===== config.mk =====
export PLATFORM = sky130hd
export DESIGN_NAME = tx_mwr32_sender_flat
export DESIGN_NICKNAME = d
export VERILOG_FILES = /design/src/rtl/tx_mwr32_sender_if.sv /design/src/rtl/tx_mwr32_sender.sv /design/src/flat_wrapper.sv
export SDC_FILE = /design/constraint.sdc
export NUM_CORES = 1
export LEC_CHECK = 0
export ABC_AREA = 1
export CORE_MARGIN = 2
export CORE_UTILIZATION = 42
export CTS_BUF_LIST = sky130_fd_sc_hd__clkbuf_4 sky130_fd_sc_hd__clkbuf_8 sky130_fd_sc_hd__clkbuf_16
export CTS_CLUSTER_SIZE = 40
export DETAILED_ROUTE_END_ITERATION = 10
export GPL_TIMING_DRIVEN = 0
export PLACE_DENSITY = 0.76
export SYNTH_ARGS = -nofsm -noshare
export SYNTH_HDL_FRONTEND = slang
export SYNTH_SLANG_ARGS = --single-unit

===== constraint.sdc =====
create_clock -name trn_clk -period 1.8 [get_ports trn_clk]
set_input_delay 0.36 -clock trn_clk [delete_from_list [all_inputs] [get_ports trn_clk]]
set_output_delay 0.36 -clock trn_clk [all_outputs]
set_load 0.01 [all_outputs]

===== src/rtl/tx_mwr32_sender_if.sv =====
// tx_mwr32_sender_if: request, payload FIFO and TRN TX signals of tx_mwr32_sender
interface tx_mwr32_sender_if;
    logic        tx_turn;
    logic        tx_driven;
    logic        req_valid;
    logic [31:0] req_addr;
    logic [4:0]  req_len_qw;
    logic        req_ack;
    logic [15:0] cfg_completer_id;
    logic [63:0] pl_data;
    logic        pl_rd_en;
    logic [63:0] trn_td;
    logic [7:0]  trn_trem_n;
    logic        trn_tsof_n;
    logic        trn_teof_n;
    logic        trn_tsrc_rdy_n;
    logic        trn_tdst_rdy_n;
    modport master (
        input  tx_turn, req_valid, req_addr, req_len_qw, cfg_completer_id, pl_data, trn_tdst_rdy_n,
        output tx_driven, req_ack, pl_rd_en, trn_td, trn_trem_n, trn_tsof_n, trn_teof_n, trn_tsrc_rdy_n
    );
    modport slave (
        output tx_turn, req_valid, req_addr, req_len_qw, cfg_completer_id, pl_data, trn_tdst_rdy_n,
        input  tx_driven, req_ack, pl_rd_en, trn_td, trn_trem_n, trn_tsof_n, trn_teof_n, trn_tsrc_rdy_n
    );
endinterface


===== src/rtl/tx_mwr32_sender.sv =====
// tx_mwr32_sender: sends one posted MWr32 TLP per request over the 64-bit TRN TX bus
module tx_mwr32_sender (
    input logic               trn_clk,
    input logic               reset,
    tx_mwr32_sender_if.master bus
);
    typedef enum logic {IDLE, SEND} state_t;
    state_t      state;
    logic [4:0]  n;
    logic [4:0]  beat;
    logic [31:0] addr;
    logic [31:0] hold;
    logic [7:0]  tag;
    logic [4:0]  len_qw;
    logic        accept;
    assign len_qw = bus.req_len_qw == 5'd0 ? 5'd16 : bus.req_len_qw;
    assign accept = state == SEND && !bus.trn_tsrc_rdy_n && !bus.trn_tdst_rdy_n;
    // beats 1..N each pull one qword while loading the following beat
    assign bus.pl_rd_en = !reset && accept && beat <= n;
    always_ff @(posedge trn_clk) begin
        if (reset) begin
            state              <= IDLE;
            n                  <= '0;
            beat               <= '0;
            addr               <= '0;
            hold               <= '0;
            tag                <= '0;
            bus.tx_driven      <= 1'b0;
            bus.req_ack        <= 1'b0;
            bus.trn_td         <= '0;
            bus.trn_trem_n     <= 8'h00;
            bus.trn_tsof_n     <= 1'b1;
            bus.trn_teof_n     <= 1'b1;
            bus.trn_tsrc_rdy_n <= 1'b1;
        end else begin
            bus.req_ack <= 1'b0;
            if (state == IDLE) begin
                if (bus.tx_turn && bus.req_valid) begin
                    state              <= SEND;
                    n                  <= len_qw;
                    beat               <= 5'd1;
                    addr               <= bus.req_addr & 32'hFFFF_FFFC;
                    bus.tx_driven      <= 1'b1;
                    bus.req_ack        <= 1'b1;
                    bus.trn_td         <= {1'b0, 2'b10, 5'b00000, 14'b0, 4'b0, len_qw, 1'b0,
                                           bus.cfg_completer_id, tag, 8'hFF};
                    bus.trn_trem_n     <= 8'h00;
                    bus.trn_tsof_n     <= 1'b0;
                    bus.trn_teof_n     <= 1'b1;
                    bus.trn_tsrc_rdy_n <= 1'b0;
                end
            end else if (accept) begin
                beat           <= beat + 5'd1;
                bus.trn_tsof_n <= 1'b1;
                if (beat == n + 5'd2) begin
                    state              <= IDLE;
                    tag                <= tag + 8'd1;
                    bus.tx_driven      <= 1'b0;
                    bus.trn_teof_n     <= 1'b1;
                    bus.trn_tsrc_rdy_n <= 1'b1;
                end else if (beat == n + 5'd1) begin
                    bus.trn_td     <= {hold, 32'h0};
                    bus.trn_trem_n <= 8'h0F;
                    bus.trn_teof_n <= 1'b0;
                end else begin
                    // the 3DW header leaves every qword straddling two beats
                    bus.trn_td <= {beat == 5'd1 ? addr : hold, bus.pl_data[31:0]};
                    hold       <= bus.pl_data[63:32];
                end
            end
        end
    end
endmodule


===== src/flat_wrapper.sv =====
// flat-port wrapper written by rule: the top's interface ports become plain ports
module tx_mwr32_sender_flat 
  (trn_clk, reset, bus_tx_turn, bus_req_valid, bus_req_addr, bus_req_len_qw, bus_cfg_completer_id, bus_pl_data, bus_trn_tdst_rdy_n, bus_tx_driven, bus_req_ack, bus_pl_rd_en, bus_trn_td, bus_trn_trem_n, bus_trn_tsof_n, bus_trn_teof_n, bus_trn_tsrc_rdy_n);
  tx_mwr32_sender_if bus_i ();
  input logic trn_clk;
  input logic reset;
  input wire logic [$bits(bus_i.tx_turn)-1:0] bus_tx_turn;
  input wire logic [$bits(bus_i.req_valid)-1:0] bus_req_valid;
  input wire logic [$bits(bus_i.req_addr)-1:0] bus_req_addr;
  input wire logic [$bits(bus_i.req_len_qw)-1:0] bus_req_len_qw;
  input wire logic [$bits(bus_i.cfg_completer_id)-1:0] bus_cfg_completer_id;
  input wire logic [$bits(bus_i.pl_data)-1:0] bus_pl_data;
  input wire logic [$bits(bus_i.trn_tdst_rdy_n)-1:0] bus_trn_tdst_rdy_n;
  output wire logic [$bits(bus_i.tx_driven)-1:0] bus_tx_driven;
  output wire logic [$bits(bus_i.req_ack)-1:0] bus_req_ack;
  output wire logic [$bits(bus_i.pl_rd_en)-1:0] bus_pl_rd_en;
  output wire logic [$bits(bus_i.trn_td)-1:0] bus_trn_td;
  output wire logic [$bits(bus_i.trn_trem_n)-1:0] bus_trn_trem_n;
  output wire logic [$bits(bus_i.trn_tsof_n)-1:0] bus_trn_tsof_n;
  output wire logic [$bits(bus_i.trn_teof_n)-1:0] bus_trn_teof_n;
  output wire logic [$bits(bus_i.trn_tsrc_rdy_n)-1:0] bus_trn_tsrc_rdy_n;
  assign bus_i.tx_turn = bus_tx_turn;
  assign bus_i.req_valid = bus_req_valid;
  assign bus_i.req_addr = bus_req_addr;
  assign bus_i.req_len_qw = bus_req_len_qw;
  assign bus_i.cfg_completer_id = bus_cfg_completer_id;
  assign bus_i.pl_data = bus_pl_data;
  assign bus_i.trn_tdst_rdy_n = bus_trn_tdst_rdy_n;
  assign bus_tx_driven = bus_i.tx_driven;
  assign bus_req_ack = bus_i.req_ack;
  assign bus_pl_rd_en = bus_i.pl_rd_en;
  assign bus_trn_td = bus_i.trn_td;
  assign bus_trn_trem_n = bus_i.trn_trem_n;
  assign bus_trn_tsof_n = bus_i.trn_tsof_n;
  assign bus_trn_teof_n = bus_i.trn_teof_n;
  assign bus_trn_tsrc_rdy_n = bus_i.trn_tsrc_rdy_n;
  tx_mwr32_sender u_core (.trn_clk(trn_clk), .reset(reset), .bus(bus_i));
endmodule

After elaboration in Yosys (flattened, before gate mapping):

Index checks and enable logic that the tools add are counted.

* register bits after elaboration: 158
* input bits: 122
* output and inout port bits: 78

* add/sub/neg operators: 4
* order comparisons: 1
* equal/unequal tests: 8
* muxes and demuxes: 33
* bitwise logic cells: 3
* reduce and logical (&&, ||, !) cells: 19

Operator list (number)
* $mux 64: 5
* $mux 8: 5
* $mux 32: 1
* $mux 5: 4
* $mux 1: 18
* $reduce_and 3->1: 4
* $add 5x1->5 const B: 2
* $eq 5x5->1: 2
* $add 8x1->8 const B: 1
* $ne 2x2->1 const B: 4
* $reduce_and 4->1: 2
* $add 5x2->5 const B: 1
* $eq 5x1->1 const B: 1
* $le 5x5->1: 1
* $logic_and 1x1->1: 5
* $logic_not 5->1: 1
* $reduce_and 2->1: 2
* $logic_not 1->1: 3
* $ne 3x3->1 const B: 1
* $not 1->1: 3
* $reduce_bool 2->1: 1
* $reduce_or 2->1: 1

Longest topological paths before layout:

Gate-level depths: netlist (run 1).

* word-level depth: 6
* gate-level depth with buffers: 14
* mapped depth without buffers: 13

Least setup slack after synthesis (run 1):

No wires, ideal clock.

* path type: register to register
* start point: reg u_core.n[1]
* end point: reg u_core.bus.trn_td[53]
* data arrival time: 1.734 ns
* required time: 1.657 ns
* setup slack: -0.077 ns
* cell stages (with the launch flop): 12
* path buffers: 2
* clock period less this slack: 1.877 ns
* cells stage by stage: dfxtp_1 -> inv_1 -> ha_1 -> nor2_1 -> nand3_1 -> nand3b_4 -> nor2_8 -> nor2_8 -> buf_12 -> buf_12 -> nand3_2 -> a21oi_2

* cells in the longest elaborated chain, start to end: 6

Ends and longest elaborated chain
* start: declaration: RTL line tx_mwr32_sender.sv:9 `logic [4:0] n;`
* start signal: assignment: RTL line tx_mwr32_sender.sv:40 `n <= len_qw;`
* $add 5x1->5: RTL line tx_mwr32_sender.sv:61 `end else if (beat == n + 5'd1) begin`
* $eq 5x5->1: RTL line tx_mwr32_sender.sv:61
* $mux 64: RTL line tx_mwr32_sender.sv:61
* $mux 64: RTL line tx_mwr32_sender.sv:55 `if (beat == n + 5'd2) begin`
* $mux 64: RTL line tx_mwr32_sender.sv:52 `end else if (accept) begin`
* $mux 64: RTL line tx_mwr32_sender.sv:37 `if (state == IDLE) begin`
* end signal: assignment: RTL line tx_mwr32_sender.sv:45 `bus.trn_td <= {1'b0, 2'b10, 5'b00000, 14'b0, 4'b0, len_qw, 1'b0,`
* end signal: assignment: RTL line tx_mwr32_sender.sv:62 `bus.trn_td <= {hold, 32'h0};`
* end signal: assignment: RTL line tx_mwr32_sender.sv:67 `bus.trn_td <= {beat == 5'd1 ? addr : hold, bus.pl_data[31:0]};`
* end: declaration: RTL line tx_mwr32_sender_if.sv:20 `output tx_driven, req_ack, pl_rd_en, trn_td, trn_trem_n, trn_tsof_n, trn_teof_n, trn_tsrc_rdy_n`

Parallel ways exist; a longest one is shown, timed or not. The select of a mux whose other input is x is not followed.
A chain may end at the register's enable or synchronous reset.

Final worst setup path (run 1):

* start point: reg u_core.n[1]
* end point: out bus_pl_rd_en

* cells in the longest elaborated chain, start to end: 2

Ends and longest elaborated chain
* $le 5x5->1: RTL line tx_mwr32_sender.sv:19 `assign bus.pl_rd_en = !reset && accept && beat <= n;`
* $logic_and 1x1->1: RTL line tx_mwr32_sender.sv:19
* end: declaration: RTL line flat_wrapper.sv:16 `output wire logic [$bits(bus_i.pl_rd_en)-1:0] bus_pl_rd_en;`

Every way passes these cells.

==> metrics.md, run 1 <==
| Metric | Value |
|---|---|
| H-tree levels | 4 |
| Fin crit period | 2.11 ns |
| VDD IR max | 742 µV |
| Synth area leader | dfxtp_1 |
| Worst Path Required | 1.44 ns |
| Row count | 48 |
| FF/Latch Area | 3060 µm² |
| WP data arrival | 1.75 ns |
| Total wire length | approximately 25,000 µm |
| Drt pass-1 iters | 5 |
| Unrepaired setup endpoints after global routing | true |
| Root Driver | clkbuf_16 |
| Kind of critical path | flip-flop to output pin |
| Max-cap viol count | 0 |
| Seq/Total Area, Yosys | 0.407 |
| Clock skew | 0.00855 ns |
| Worst Path Max Fanout | 3 |
| Worst-Margin Slew | around 0.94 ns |
| Initial antenna violation count | 0 |
| Residual DRC | 0 |
| Worst setup margin | -0.311 ns |
| Synth cell types | 40 |
| Synth cell count leaders | 279 x nand2_1, 151 x dfxtp_1, 116 x inv_1, 88 x nand3_1, 70 x nor2_1 |
| #FFs+latches synth | between 150 and 200 |
| CTS Hold Bufs | 0 |
| RePlAce Congestion | 0.815 |
| Die H | 137 µm |
| Syn. warnings | 0 |
| Worst min-delay path class | flip-flop to flip-flop |
| Mapped cell area | between 7000 and 8000 µm² |
| Detailed Route Iter0 Violations | 363 |
| Leakage | 4.64 nW |
| Clock-pin slew on the worst setup and hold paths | 0.06 ns |
| Synth top area share | 0.407 |
| Layout fillers | ~1.4k |
| Total CTS buffers | 17 |
| Post-layout util | 0.675 |
| Die width | 137 µm |
| CP Capture Type | output pin |
| I/O pin count | 200 |
| Core ar. | 17,300 µm² |
| HPWL after DPL | 16,100 µm |
| Number of global-route vias before repair | 6,813 |
| Grt ovf | 0 |
| Post-place setup slack | -0.576 ns |
| Final nets | 1,395 |
| WL per Instance | around 17 µm |
| Final period util | 1.17 |
| EDFF count, synth | 0 |
| Async SR Flop Fraction | 0 |
| Fin. Hold Viols | 0 |
| Final setup fails | approximately 110 |
| Worst skew pair latency | 0.43 ns |
| Most frequent cell after synthesis | nand2_1 |
| Port Buf Inserts | slightly below 200 |
| Max Buffers Root-to-Sink | 2 |
| Area Growth Syn to Fin | 57.2% |
| Synth Instances | around 1.0k |
| CP Launch Type | flip-flop |
| Crit path largest cell delay | approximately 0.37 ns |
| Slowest stage cell, crit path | dfxtp_4 |
| CTS tree | done |
| Max Freq | 474 MHz |
| Critical-path cell list | inv_4, ha_4, a21oi_2, nor2_1, o21bai_1, a32oi_1, nor2_1, buf_2 |
| Mean Syn Cell Area | between 7 and 8 µm² |
| P per Cell Area | 777 nW/µm² |
| Global-route wire length before repair | approximately 35,000 µm |
| Via density | 5.02 |
| DRT antenna net count | 0 |
| Area of the multi-input gates | 4060 µm² |
| Synth area leaders | dfxtp_1 41%, nand2_1 14%, nand3_1 5.9% |
| Layout cells sized above 1 | 0.266 |
| Worst rel slew slack | 0.372 |
| CTS Sinks | approximately 150 |
| Starting Density | 0.429 |
| Critical Path Most Common Cell | nor2_1 |
| Pins Over Slew Limit | 0 |
| Maximum number of pins on one net before global-route repair | 17 |
| Status | complete, but fails checks |
| Main synth FF type | dfxtp_1 |
| Total GRT Usage | 0.237 |
| Die footprint | 18,800 µm² |
| Failing checks | setup timing |
| Via Count | 7,535 |
| Ant. Diodes | 0 |
[registers in the layout, summed over array words and instances, names as in the netlist]
name,flops
u_core.hold,32
u_core.bus.trn_td,64
u_core.beat,5
u_core.tag,8
u_core.state,1
u_core.n,5
u_core.bus.trn_trem_n,1
u_core.bus.trn_tsrc_rdy_n,1
u_core.addr,30
u_core.bus.trn_teof_n,1
u_core.bus.trn_tsof_n,1
u_core.bus.req_ack,1
u_core.bus.tx_driven,1
[cells by family after synthesis]
logic type	count (synthesis)	synth area share
fa+ha+maj	10	0.0168
flops	151	0.407
simple gates	498	0.318
xor+xnor	5	0.00590
buf+inv	191	0.123
other cells	1	0.000505
compound gates	151	0.128
[worst max-delay path: cells and delay by family (launching register included)]
family          cells  cell delay, ns
buf+inv             2            0.19
simple gates        2            0.17
fa+ha+maj           1            0.27
flops               1            0.37
compound gates      3            0.31
[final cells by class]
class,count,share of cell area
sequential,151,0.262
buffer,64,0.0488
timing repair inverter,1,0.000429
multi-input combinational,668,0.348
tap,225,0.0241
timing repair buffer,235,0.222
clock buffer,20,0.0400
clock inverter,12,0.0140
inverter,125,0.0415
[report_power, final]
part | internal, W | switching [W] | leakage [nW] | total (W)
clock | 0.00231 | 0.00150 | 0.296 | 0.00381
sequential | 0.00347 | 0.0000776 | 1.24 | 0.00354
combinational | 0.000847 | 0.000872 | 3.11 | 0.00172
[metrics by stage]
step	std cells	power, W	TNS [ns]	instance area (µm²)	hold slack (ns)
2_1_floorplan	1010	0.00430	0	7460	0.439
3_3_place_gp	1428	0.00493	-38.55	9680	0.438
3_5_place_dp	1428	0.00495	-40.62	9680	0.452
4_1_cts	1475	0.00880	-16.39	10600	0.461
5_1_grt	1501	0.00937	-26.56	11700	0.475
6_report	1501	0.00907	-15.88	11700	0.464
[cell usage in the layout (no fill, tap or decap), types with 15 or more instances in the layout]
| master | Yosys | routed |
|---|---|---|
| clkdlybuf4s50_1 | 0 | 187 |
| nand3_2 | 39 | 29 |
| clkbuf_16 | 0 | 31 |
| nand3_4 | 0 | 18 |
| nand2_1 | 279 | 235 |
| o21ai_0 | 35 | 33 |
| nor2_1 | 70 | 58 |
| dfxtp_1 | 151 | 139 |
| a21oi_2 | 41 | 58 |
| inv_1 | 116 | 111 |
| a21oi_1 | 62 | 45 |
| nand3_1 | 88 | 80 |
| buf_4 | 15 | 24 |
| buf_6 | 5 | 24 |
| clkbuf_1 | 20 | 15 |
| nand2_2 | 6 | 42 |
[worst paths after layout]
kind / slack, ns / to / cells after the start / from
setup / recovery: -0.31 / bus_pl_rd_en / 8 / u_core.n[1]$_SDFFE_PP0P_
hold / removal: 0.46 / u_core.hold[22]$_SDFFE_PP0P_ / 2 / u_core.hold[22]$_SDFFE_PP0P_
setup reg to reg: -0.22 / u_core.hold[12]$_SDFFE_PP0P_ / 12 / u_core.n[1]$_SDFFE_PP0P_
hold reg to reg: 0.46 / u_core.hold[22]$_SDFFE_PP0P_ / 2 / u_core.hold[22]$_SDFFE_PP0P_
[per-layer routing]
metal	vias up	GRT usage	wire, µm
met3	54	0.0493	1730
met5	-	0	0
met1	3491	0.297	10100
met4	0	0.0733	559
met2	290	0.409	12500
li1	3700	-	-
[repair_timing]
item,4_1_cts,5_1_grt
gates resized for setup,68,165
setup buffers,12,12
cloned,3,16
pin swaps,6,43
endpoints found under the setup margin,119,138
(Power assumes the default switching activity.)
==> inputs of run 2 (changes only) <==
--- a/config.mk
+++ b/config.mk
@@ -7,12 +7,13 @@
 export LEC_CHECK = 0
 export ABC_AREA = 1
 export CORE_MARGIN = 2
-export CORE_UTILIZATION = 42
+export CORE_UTILIZATION = 44
 export CTS_BUF_LIST = sky130_fd_sc_hd__clkbuf_4 sky130_fd_sc_hd__clkbuf_8 sky130_fd_sc_hd__clkbuf_16
 export CTS_CLUSTER_SIZE = 40
 export DETAILED_ROUTE_END_ITERATION = 10
+export GPL_ROUTABILITY_DRIVEN = 1
 export GPL_TIMING_DRIVEN = 0
-export PLACE_DENSITY = 0.76
+export PLACE_DENSITY = 0.79
 export SYNTH_ARGS = -nofsm -noshare
 export SYNTH_HDL_FRONTEND = slang
 export SYNTH_SLANG_ARGS = --single-unit
==> run 2 against run 1 <==
Net effect: the run still ends with setup timing left; critical path depth shrank 1; clock-buffer cell count grew 2; sequential power is essentially flat; fmax shrank 0.72%; wire length grew 4.2%; combinational power is essentially flat; setup slack lost 0.015 ns; final cell count shrank 0.20%; flip-flop and latch count is the same; power grew 1.8%; critical path type unchanged; largest power group unchanged.
==> metrics.md, run 2 (synthesis results as in run 1) <==
| Metric | Value |
|---|---|
| Status | complete, but fails checks |
| Failing checks | setup timing |
| Largest register FFs | 64 (unchanged) |
| VDD IR max | 708 µV (-4.6%) |
| Grt ovf | 0 (unchanged) |
| Port Buf Inserts | 193 (unchanged) |
| Pins Over Slew Limit | 0 (unchanged) |
| Post-layout util | 0.721 (+0.0462) |
| Max Buffers Root-to-Sink | 2 (unchanged) |
| Total CTS buffers | 17 (unchanged) |
| Worst skew pair latency | 0.43 ns (about the same) |
| DRT antenna net count | 0 (unchanged) |
| Total wire length | 26,000 µm (+4.2%) |
| Die footprint | 17,900 µm² (-4.4%) |
| Fin. Hold Viols | 0 (unchanged) |
| Final period util | 1.18 (+0.00855) |
| Max Freq | 470 MHz (-0.72%) |
| Worst-Margin Slew | 0.858 ns (-0.0841 ns) |
| CTS Sinks | 151 (unchanged) |
| H-tree levels | 4 (unchanged) |
| Via Count | 7,755 (+2.9%) |
| Ant. Diodes | 0 (unchanged) |
| Critical Path Most Common Cell | nor2_1 |
| Number of global-route vias before repair | 7,354 (+7.9%) |
| RePlAce Congestion | 0.824 (+1.1%) |
| Worst Path Max Fanout | 8 (+5) |
| Residual DRC | 0 (unchanged) |
| Via density | 5.18 (+3.1%) |
| Die H | 134 µm (-2.2%) |
| Area Growth Syn to Fin | 60.5% |
| Row count | 47 (-2.1%) |
| Max-cap viol count | 0 (unchanged) |
| Most common library cell in the layout ignoring fill and taps | nand2_1 |
| CP Launch Type | flip-flop |
| Core ar. | 16,500 µm² (-4.5%) |
| Crit path largest cell delay | 0.42 ns (+0.05 ns) |
| CTS tree | done |
| Worst Path Required | 1.44 ns (about the same) |
| Final setup fails | 110 (+2.8%) |
| P per Cell Area | 775 nW/µm² (-0.31%) |
| Fin crit period | 2.13 ns (+0.0154 ns) |
| Hold WS | 0.475 ns (+0.0113 ns) |
| Kind of critical path | flip-flop to output pin |
| Worst rel slew slack | 0.428 (+0.0561) |
| Initial antenna violation count | 1 (+1) |
| Unrepaired setup endpoints after global routing | true |
| Maximum number of pins on one net before global-route repair | 17 (unchanged) |
| Clock skew | 0.0111 ns (+0.00251 ns) |
| Layout cells sized above 1 | 0.286 (+0.0207) |
| WL per Instance | 17.3 µm (+4.4%) |
| Slowest stage cell, crit path | dfxtp_2 |
| Root Driver | clkbuf_16 |
| Worst min-delay path class | flip-flop to flip-flop |
| Final nets | 1,397 (+0.14%) |
| WP data arrival | 1.77 ns (+0.02 ns) |
| Leakage | 4.63 nW (-0.12%) |
| Starting Density | 0.449 (+0.0201) |
| Top reg by flops | u_core.bus.trn_td |
| CP Capture Type | output pin |
| Post-place setup slack | -0.562 ns (+0.0137 ns) |
| Clock-pin slew on the worst setup and hold paths | 0.06 ns (about the same) |
| CTS Hold Bufs | 0 (unchanged) |
| Die width | 134 µm (-2.2%) |
| Largest regs | u_core.bus.trn_td x64, u_core.hold x32, u_core.addr x30 |
| Total GRT Usage | 0.266 (+0.0290) |
| Most frequent cells in the layout | 219 x nand2_1, 189 x clkdlybuf4s50_1, 140 x dfxtp_1 |
| Worst setup margin | -0.327 ns (-0.0154 ns) |
| Critical-path cell list | inv_2, nor2_1, nand2_4, clkinvlp_4, nand2_1, nor2_1, buf_2 |
| HPWL after DPL | 15,900 µm (-0.89%) |
| Detailed Route Iter0 Violations | 519 (+43%) |
| I/O pin count | 200 (unchanged) |
| Drt pass-1 iters | 7 (+2) |
| Global-route wire length before repair | 37,400 µm (+8.1%) |
[run 2: cell types whose count changed in the layout (fill, tap and decap cells not counted), sizes merged]
cell,previous run,this run
buf,75,87
bufinv,3,4
clkbuf,55,43
clkdlybuf4s50,187,189
clkinvlp,4,3
dlygate4sd2,0,2
dlymetal6s2s,2,1
inv,126,124
nand2,289,290
[run 2: power breakdown]
part | switching (W) | leakage [nW] | internal [W]
Sequential | 0.0000718 | 1.23 | 0.00347
Clock | 0.00146 | 0.316 | 0.00249
Combinational | 0.000926 | 3.08 | 0.000815
[run 2: final cells by class]
class | instances | area [µm²]
sequential | 151 | 3050
fill | 1186 | 4610
timing repair buffer | 238 | 2610
tap | 220 | 275
buffer | 62 | 527
timing repair inverter | 1 | 6.26
clock inverter | 10 | 166
inverter | 125 | 485
clock buffer | 22 | 488
multi-input combinational | 669 | 4310
[run 2: stage by stage]
step	cell area, µm²	instances	power [W]	TNS (ns)
6_report	11900	1498	0.00923	-22.71
5_1_grt	11900	1498	0.00952	-30.55
4_1_cts	11300	1498	0.00909	-19.60
3_5_place_dp	9670	1423	0.00495	-41.74
3_3_place_gp	9670	1423	0.00493	-38.22
2_1_floorplan	7460	1010	0.00430	0
[run 2: critical path, delay by kind of cell, from the launching register on]
| kind | cells | cell delay [ns] |
|---|---|---|
| buffers and inverters | 3 | 0.37 |
| DFF | 1 | 0.42 |
| and+or+nand+nor | 4 | 0.54 |
[run 2: layer usage]
metal	GRT usage	routed length [µm]	vias up
met4	0.106	723	2
li1	-	-	3719
met3	0.0729	1820	62
met1	0.306	10200	3645
met2	0.469	13200	327
met5	0	13	-
[run 2: repair_timing]
action                     CTS  global route
buffers inserted            27            10
cloned                      16             3
pin swaps                   60            64
setup endpoints to repair  121           139
gates resized for setup    147           153
[run 2: worst paths after layout]
check	start	endpoint	slack [ns]	depth (start not counted)
max	u_core.state$_SDFF_PP0_	bus_pl_rd_en	-0.33	7
min reg2reg	u_core.hold[12]$_SDFFE_PP0P_	u_core.hold[12]$_SDFFE_PP0P_	0.48	2
max reg2reg	u_core.beat[0]$_SDFFE_PP0P_	u_core.hold[27]$_SDFFE_PP0P_	-0.32	14
min	u_core.hold[12]$_SDFFE_PP0P_	u_core.hold[12]$_SDFFE_PP0P_	0.48	2
